File: config.mk
export PLATFORM = sky130hd
export DESIGN_NAME = sw_ctrl_fsm
export DESIGN_NICKNAME = d
export VERILOG_FILES = /design/src/rtl/sw_pkg.sv /design/src/rtl/sw_btn_edge.sv /design/src/rtl/sw_ctrl_fsm.sv
export SDC_FILE = /design/constraint.sdc
export NUM_CORES = 1
export LEC_CHECK = 0
export BUFFER_PORTS_ARGS = -buffer_cell sky130_fd_sc_hd__buf_2
export CAP_MARGIN = 20
export CORE_MARGIN = 1
export CORE_UTILIZATION = 60
export DETAILED_ROUTE_END_ITERATION = 6
export GPL_ROUTABILITY_DRIVEN = 0
export PLACE_DENSITY_LB_ADDON = 0.1
export SETUP_SLACK_MARGIN = 0.1
export SKIP_LAST_GASP = 1
export SYNTH_ARGS = -nofsm -noshare
export SYNTH_HDL_FRONTEND = slang
export SYNTH_SLANG_ARGS = --single-unit
export TNS_END_PERCENT = 10
File: constraint.sdc
create_clock -name clk -period 2.5 [get_ports clk]
set_input_delay 0.25 -clock clk [delete_from_list [all_inputs] [get_ports clk]]
set_output_delay 0.25 -clock clk [all_outputs]
set_load 0.02 [all_outputs]
File: src/rtl/sw_pkg.sv
// Shared types and default constants for the stopwatch control sequencer.
package sw_pkg;
  localparam int SW_ADDR_W     = 4;
  localparam int SW_DEB_CYCLES = 250000;

  typedef enum logic [2:0] {
    ST_IDLE  = 3'd0,
    ST_CLEAR = 3'd1,
    ST_RUN   = 3'd2,
    ST_PAUSE = 3'd3,
    ST_STORE = 3'd4
  } sw_state_t;
endpackage

File: src/rtl/sw_btn_edge.sv
// Button front end: 2-flop synchroniser, optional debounce, registered rising-edge pulse.
// Debounce stage is compiled in with SW_DEBOUNCE_EN.
module sw_btn_edge import sw_pkg::*;
`ifdef SW_DEBOUNCE_EN
#(
  parameter int DEB_CYCLES = SW_DEB_CYCLES
)
`endif
(
  input  logic clk,
  input  logic reset,
  input  logic i_btn,
  output logic o_pulse
);
  logic r_sync1;
  logic r_sync2;
  logic r_prev;
  logic r_pulse;
  logic w_level;

`ifdef SW_DEBOUNCE_EN
  localparam int CNT_W = $clog2(DEB_CYCLES + 1);
  logic [CNT_W-1:0] r_cnt;
  logic             r_deb;

  // Debounced level flips only after DEB_CYCLES consecutive cycles at the new value
  always_ff @(posedge clk or posedge reset) begin
    if (reset) begin
      r_cnt <= {CNT_W{1'b0}};
      r_deb <= 1'b0;
    end else if (r_sync2 != r_deb) begin
      if (r_cnt == CNT_W'(DEB_CYCLES - 1)) begin
        r_deb <= r_sync2;
        r_cnt <= {CNT_W{1'b0}};
      end else begin
        r_cnt <= r_cnt + CNT_W'(1);
      end
    end else begin
      r_cnt <= {CNT_W{1'b0}};
    end
  end

  assign w_level = r_deb;
`else
  assign w_level = r_sync2;
`endif

  // Synchroniser and rising-edge pulse generation
  always_ff @(posedge clk or posedge reset) begin
    if (reset) begin
      r_sync1 <= 1'b0;
      r_sync2 <= 1'b0;
      r_prev  <= 1'b0;
      r_pulse <= 1'b0;
    end else begin
      r_sync1 <= i_btn;
      r_sync2 <= r_sync1;
      r_prev  <= w_level;
      r_pulse <= w_level & ~r_prev;
    end
  end

  assign o_pulse = r_pulse;
endmodule

File: src/rtl/sw_ctrl_fsm.sv
// Stopwatch control sequencer: turns button presses into timer, lap-regfile and display controls.
// SW_DEBOUNCE_EN adds a DEB_CYCLES debounce stage on every button.
module sw_ctrl_fsm import sw_pkg::*; #(
  parameter int ADDR_W = SW_ADDR_W
`ifdef SW_DEBOUNCE_EN
  , parameter int DEB_CYCLES = SW_DEB_CYCLES
`endif
) (
  input  logic              clk,
  input  logic              reset,
  input  logic              start_stop,
  input  logic              pause_resume,
  input  logic              record_recall,
  input  logic              recall_mode,
  input  logic [ADDR_W-1:0] reg_address,
  output logic              timer_en,
  output logic              timer_clr,
  output logic              reg_we,
  output logic [ADDR_W-1:0] reg_addr,
  output logic              show_live,
  output logic              started,
  output logic              paused,
  output logic              full,
  output logic              reg_exceed
);
  localparam logic [ADDR_W-1:0] LAST = {ADDR_W{1'b1}};

  logic w_ss_p;
  logic w_pr_p;
  logic w_rr_p;
  logic [ADDR_W-1:0] w_lap_inc;

  sw_state_t         r_state;
  logic [ADDR_W-1:0] r_lap_ptr;
  logic [ADDR_W-1:0] r_dis_ptr;
  logic              r_timer_en;
  logic              r_timer_clr;
  logic              r_reg_we;
  logic              r_show_live;
  logic              r_started;
  logic              r_paused;

`ifdef SW_DEBOUNCE_EN
  sw_btn_edge #(.DEB_CYCLES(DEB_CYCLES)) u_ss (.clk(clk), .reset(reset), .i_btn(start_stop),    .o_pulse(w_ss_p));
  sw_btn_edge #(.DEB_CYCLES(DEB_CYCLES)) u_pr (.clk(clk), .reset(reset), .i_btn(pause_resume),  .o_pulse(w_pr_p));
  sw_btn_edge #(.DEB_CYCLES(DEB_CYCLES)) u_rr (.clk(clk), .reset(reset), .i_btn(record_recall), .o_pulse(w_rr_p));
`else
  sw_btn_edge u_ss (.clk(clk), .reset(reset), .i_btn(start_stop),    .o_pulse(w_ss_p));
  sw_btn_edge u_pr (.clk(clk), .reset(reset), .i_btn(pause_resume),  .o_pulse(w_pr_p));
  sw_btn_edge u_rr (.clk(clk), .reset(reset), .i_btn(record_recall), .o_pulse(w_rr_p));
`endif

  assign w_lap_inc = (r_lap_ptr == LAST) ? LAST : r_lap_ptr + ADDR_W'(1);

  // Sequencer: a lap write holds lap_ptr for its strobe cycle and advances it on the following edge
  always_ff @(posedge clk or posedge reset) begin
    if (reset) begin
      r_state     <= ST_IDLE;
      r_lap_ptr   <= {ADDR_W{1'b0}};
      r_dis_ptr   <= {ADDR_W{1'b0}};
      r_timer_en  <= 1'b0;
      r_timer_clr <= 1'b0;
      r_reg_we    <= 1'b0;
      r_show_live <= 1'b0;
      r_started   <= 1'b0;
      r_paused    <= 1'b0;
    end else begin
      r_timer_clr <= 1'b0;
      r_reg_we    <= 1'b0;
      case (r_state)
        ST_IDLE: begin
          if (w_ss_p) begin
            r_state     <= ST_CLEAR;
            r_lap_ptr   <= {ADDR_W{1'b0}};
            r_dis_ptr   <= {ADDR_W{1'b0}};
            r_timer_clr <= 1'b1;
            r_show_live <= 1'b1;
          end else if (w_rr_p) begin
            r_dis_ptr <= (r_dis_ptr == r_lap_ptr) ? {ADDR_W{1'b0}} : r_dis_ptr + ADDR_W'(1);
          end else begin
            r_state <= ST_IDLE;
          end
        end
        ST_CLEAR: begin
          r_state    <= ST_RUN;
          r_timer_en <= 1'b1;
          r_started  <= 1'b1;
        end
        ST_RUN: begin
          if (r_reg_we) begin
            r_lap_ptr <= w_lap_inc;
            r_dis_ptr <= w_lap_inc;
          end
          if (w_ss_p) begin
            r_state    <= ST_STORE;
            r_reg_we   <= 1'b1;
            r_timer_en <= 1'b0;
            r_started  <= 1'b0;
          end else if (w_pr_p) begin
            r_state    <= ST_PAUSE;
            r_timer_en <= 1'b0;
            r_paused   <= 1'b1;
          end else if (w_rr_p) begin
            r_reg_we <= 1'b1;
          end else begin
            r_state <= ST_RUN;
          end
        end
        ST_PAUSE: begin
          if (w_ss_p) begin
            r_state   <= ST_STORE;
            r_reg_we  <= 1'b1;
            r_started <= 1'b0;
            r_paused  <= 1'b0;
          end else if (w_pr_p) begin
            r_state    <= ST_RUN;
            r_timer_en <= 1'b1;
            r_paused   <= 1'b0;
          end else begin
            r_state <= ST_PAUSE;
          end
        end
        ST_STORE: begin
          r_state     <= ST_IDLE;
          r_dis_ptr   <= r_lap_ptr;
          r_show_live <= 1'b0;
        end
        default: begin
          r_state     <= ST_IDLE;
          r_timer_en  <= 1'b0;
          r_show_live <= 1'b0;
          r_started   <= 1'b0;
          r_paused    <= 1'b0;
        end
      endcase
    end
  end

  assign timer_en   = r_timer_en;
  assign timer_clr  = r_timer_clr;
  assign reg_we     = r_reg_we;
  assign show_live  = r_show_live;
  assign started    = r_started;
  assign paused     = r_paused;
  assign reg_addr   = (r_state == ST_IDLE) ? (recall_mode ? reg_address : r_dis_ptr) : r_lap_ptr;
  assign full       = (r_lap_ptr == LAST);
  assign reg_exceed = recall_mode & (reg_address > r_lap_ptr);
endmodule

# Word level (Yosys, flattened, before mapping)
# Index checks and enable logic that the tools add are counted.
# op_classes
order_cmp,1
add_sub_neg,2
reduce_logical,14
n_eq_ne,18
bitwise_logic,10
mux,34
# ops
operator,count
$mux 4,8
$mux 3,6
$mux 1,12
$pmux 3 s4,1
$pmux 4 s3,1
$ne 3x1->1 const B,3
$add 4x1->4 const B,2
$ne 2x1->1 const B,4
$pmux 4 s2,1
$reduce_and 4->1,2
$eq 3x2->1 const B,2
$ne 2x2->1 const B,3
$not 1->1,6
$pmux 1 s3,2
$reduce_and 2->1,3
$reduce_and 3->1,2
$reduce_or 3->1,2
$and 1x1->1,4
$eq 4x4->1,1
$eq 4x4->1 const B,1
$gt 4x4->1,1
$ne 4x4->1 const B,1
$pmux 1 s2,2
$pmux 1 s4,1
other kinds (7),8
# word_totals
ff_bits,29
word_cells,100
out_inout_bits,12
inputBits,10

# Depth between registers and ports, before layout
# logic_depth
depth_word,5
depth_mapped,6
ltp_nobuf,6

# Hierarchy
# A second synthesis with hierarchy kept.
# unflattened
hier_cells,158
hier_area_um2,1606.5
# by_module_without_submodules
module,area_each_um2,n_inst,cells_per_inst,seq_area_each_um2
sw_ctrl_fsm,1253.7,1,140,425.4
sw_btn_edge,117.6,3,6,100.1

# Least setup slack after synthesis
# No wires, ideal clock.
# synth_timing
path_kind,register to output
startpoint,reg r_lap_ptr[1]
endpoint,out reg_exceed
path_stages_with_launch,7
setup_slack_ns,0.857
n_path_buf,0
arrival_ns,1.393
cell_sequence,dfrtp_1 inv_1 ha_1 nor2b_1 o21a_1 o21ai_0 a21oi_1
# synth_via
elab_chain_len,2
# synth_rtl
item,line_no,text
"start, declared",sw_ctrl_fsm.sv:34,logic [ADDR_W-1:0] r_lap_ptr;
"start signal, assigned",sw_ctrl_fsm.sv:59,r_lap_ptr <= {ADDR_W{1'b0}};
"start signal, assigned",sw_ctrl_fsm.sv:74,r_lap_ptr <= {ADDR_W{1'b0}};
"start signal, assigned",sw_ctrl_fsm.sv:91,r_lap_ptr <= w_lap_inc;
$gt 4x4->1,sw_ctrl_fsm.sv:147,assign reg_exceed = recall_mode & (reg_address > r_lap_ptr);
$and 1x1->1,sw_ctrl_fsm.sv:147,
"end, declared",sw_ctrl_fsm.sv:24,output logic reg_exceed
# No other way between the ends.

# Worst setup path in the final report
# Same ends and word-level chain as after synthesis.

==> load_flow_metrics.sql <==
INSERT INTO impl_metrics (metric_group, metric, value, unit) VALUES
('run_status', 'status', 'complete, no violations', ''),
('final_layout', 'layout.cells.most_common', 'sky130_fd_sc_hd__dfrtp_1', ''),
('detailed_routing', 'drt_wl_total', '2902', 'um'),
('place', 'place_inst', '198', ''),
('detailed_routing', 'ant_nets', '0', ''),
('final_layout', 'multi_input_gate_area_in_the_final_layout', '740.7', 'um^2'),
('timing', 'final-setup-viol-count', '0', ''),
('global_route', 'globalRoute.totalOverflow', '0', ''),
('run', 'timing.max_cap.violations', '0', ''),
('power', 'vdd_ir_drop_max', '902.0', 'uV'),
('floorplanning', 'floorplan.die.width', '53.16', 'um'),
('cts', 'cts_post_setup_buffers_inserted', '0', ''),
('place', 'placed_cell_area', '1662', 'um^2'),
('power', 'power.density_cell_area', '1115', 'nW/um^2'),
('synth', 'synth.distinct_cells', '47', ''),
('detailed_routing', 'drt_drc_violations_left', '0', ''),
('final_layout', 'largest_registers', 'r_dis_ptr (4), r_lap_ptr (4), r_state (3)', ''),
('setup_path', 'worst_endpoint_required_time', '2250', 'ps'),
('setup_path', 'slowest_delay', '460', 'ps'),
('setup_path', 'cp_max_fo', '6', ''),
('global_route', 'grt_max_degree', '21', ''),
('timing', 'max_clock_freq', '0.4721', 'GHz'),
('place', 'count_of_port_buffers_added_during_placement', '21', ''),
('synth', 'yosys_register_bits', '29', ''),
('setup_path', 'critical-path-slowest-cell', 'sky130_fd_sc_hd__dfrtp_1', ''),
('setup_path', 'timing.rr.start', 'r_state[1]$_DFFE_PP0P_', ''),
('timing', 'fin_crit_sh', '84.72', '%'),
('cts', 'clock_tree_from_tritoncts', 'built', ''),
('final_layout', 'n_antenna_cell', '0', ''),
('setup_path', 'critPathLaunchType', 'flip-flop', ''),
('global_route', 'track_usage', '24.08', '%'),
('timing', 'fin_clk_skew', '8.265', 'ps'),
('floorplanning', 'fp.coreArea', '2477', 'um^2'),
('setup_path', 'worst_path_cell_trace', 'inv_1 > ha_1 > nor2b_1 > o21a_1 > o21ai_0 > a21oi_1 > buf_2', ''),
('synth', 'ys_seq_area_share', '46.22', '%'),
('detailed_routing', 'drtIter0Drc', '16', ''),
('cts', 'ctsRootBufferMaster', 'sky130_fd_sc_hd__clkbuf_4', ''),
('final_layout', 'stdcell_count', '207', ''),
('global_route', 'antenna_violations_before_repair', '0', ''),
('min_path', 'hold_class', 'in -> reg', ''),
('setup_path', 'startpoint', 'r_lap_ptr[1]$_DFFE_PP0P_', ''),
('synth', 'synth.avg_cell_area', '10.13', 'um^2'),
('final_layout', 'seq_area', '725.7', 'um^2'),
('detailed_routing', 'dr_total_vias', '1212', ''),
('setup_path', 'critPathArrivalTime', '1870', 'ps'),
('global_route', 'grt_pass1_wl', '4636', 'um'),
('setup_path', 'critical_path.n_buffers_inverters', '2', ''),
('timing', 'final_total_negative_setup_slack', '0', 'ps'),
('power', 'leakage', '0.0008236', 'uW'),
('timing', 'final_hold_viol_count', '0', ''),
('synth', 'synthesis.area', '1570', 'um^2'),
('cts', 'path_clk_slew', '100', 'ps'),
('synth', 'asyncSetResetFlopFracSynth', '100.0', '%'),
('timing', 'post-route-min-period', '2118', 'ps'),
('floorplanning', 'start_util', '63.38', '%'),
('cts', 'worst_skew_pair.late_latency', '330', 'ps'),
('floorplanning', 'ios', '22', ''),
('synth', 'synth-warning-count', '0', ''),
('timing', 'rsz0062_at_grt', 'no', ''),
('cts', 'clkSinkCount', '29', ''),
('synth', 'post_synth_inst_count', '155', ''),
('synth', 'primary_flip_flop_cell_chosen_by_synthesis_mapping', 'sky130_fd_sc_hd__dfrtp_1', ''),
('final_layout', 'post-route-cell-area', '1737', 'um^2'),
('global_route', 'vias_in_the_first_global_route', '1103', ''),
('synth', 'syn-num-nets', '171', ''),
('place', 'place_hpwl', '2114', 'um'),
('cts', 'cts.repair.resized', '0', ''),
('timing', 'slew-limit-headroom', '65.54', '%'),
('final_layout', 'final_cell_mix', 'sky130_fd_sc_hd__dfrtp_1 (29), sky130_fd_sc_hd__buf_2 (21), sky130_fd_sc_hd__a21oi_1 (16)', ''),
('min_path', 'worst_hold_startpoint', 'pause_resume', ''),
('detailed_routing', 'post_drt_via_cell_ratio', '5.855', '');
[routing by layer]
metal	up-vias	GRT usage [%]	routed length (um)	share of wire, %
li1	599	-	-	-
met1	571	26.13	1233	42
met2	36	41.98	1478	51
met3	6	6.897	131	4.5
met4	0	12.72	60	2.1
met5	-	0	0	0
[final cells by class]
| cell class | count | area share [%] |
|---|---|---|
| Clock buffer | 6 | 2.954 |
| Clock inverter | 2 | 0.7925 |
| Inverter | 12 | 2.594 |
| Multi-Input combinational cell | 105 | 42.65 |
| Sequential cell | 29 | 41.79 |
| Tap cell | 30 | 2.161 |
| Timing Repair Buffer | 23 | 7.061 |
[logic make-up (layout without fill, tap and decap cells)]
kind of cell / count (synthesis) / count (layout) / synth area share, %
adder cells (fa/ha/maj): 6 / 6 / 4.781
buffers and inverters: 21 / 43 / 6.613
XOR/XNOR: 5 / 5 / 2.789
multiplexers: 6 / 6 / 3.904
AND/OR/NAND/NOR: 42 / 42 / 16.41
AO/OA/AOI/OAI: 46 / 46 / 19.28
flip-flops: 29 / 29 / 46.22
[where the power goes]
part / internal, uW / switching (uW) / leakage (uW) / total, uW
clock network: 137 / 169 / 0.0000382 / 306
registers: 576 / 178 / 0.000361 / 754
logic: 368 / 508 / 0.000424 / 876
total: 1080 / 856 / 0.000824 / 1940
[synthesized netlist by cell type (all sizes together), types with 2 or more instances]
cell type | n | area [um^2]
xnor2 | 4 | 35.03
nor2b | 6 | 37.54
buf | 7 | 51.29
mux2i | 5 | 50.05
a21oi | 16 | 80.08
a31oi | 5 | 31.28
a22o | 2 | 17.52
nand3b | 2 | 15.01
inv | 12 | 45.04
nor3b | 3 | 38.79
nor2 | 12 | 45.04
or3 | 2 | 12.51
and3 | 2 | 12.51
ha | 6 | 75.07
a22oi | 2 | 25.02
nand4 | 3 | 18.77
nand3 | 4 | 20.02
a21o | 2 | 15.01
dfrtp | 29 | 725.7
o21ai | 7 | 35.03
nand2 | 4 | 15.01
clkbuf | 2 | 7.510
[path summary, 6_finish.rpt]
path	end	slack [ps]	depth (start not counted)
max	reg_exceed	380	7
min in group asynchronous	u_ss.o_pulse$_DFF_PP0_	430	3
min	u_pr.r_sync1$_DFF_PP0_	30	1
min reg2reg	u_ss.r_sync2$_DFF_PP0_	350	0
max in group asynchronous	u_pr.r_prev$_DFF_PP0_	1480	4
max reg2reg	r_lap_ptr[0]$_DFFE_PP0P_	700	3
[what timing repair did]
action                                 CTS  global route
hold buffers                             1             0
setup endpoints to repair                0             0
endpoints found under the hold margin    9             0
[through the flow]
stage          total power (uW)  hold WS [ps]  worst slack [ps]
2_1_floorplan              1463         281.4             857.4
3_3_place_gp               1604         236.0             754.8
3_5_place_dp               1630         240.8             734.6
4_1_cts                    1943         7.811             369.2
5_1_grt                    2084         4.037             275.3
6_report                   1936         25.38             381.9
(Power assumes the default switching activity.)
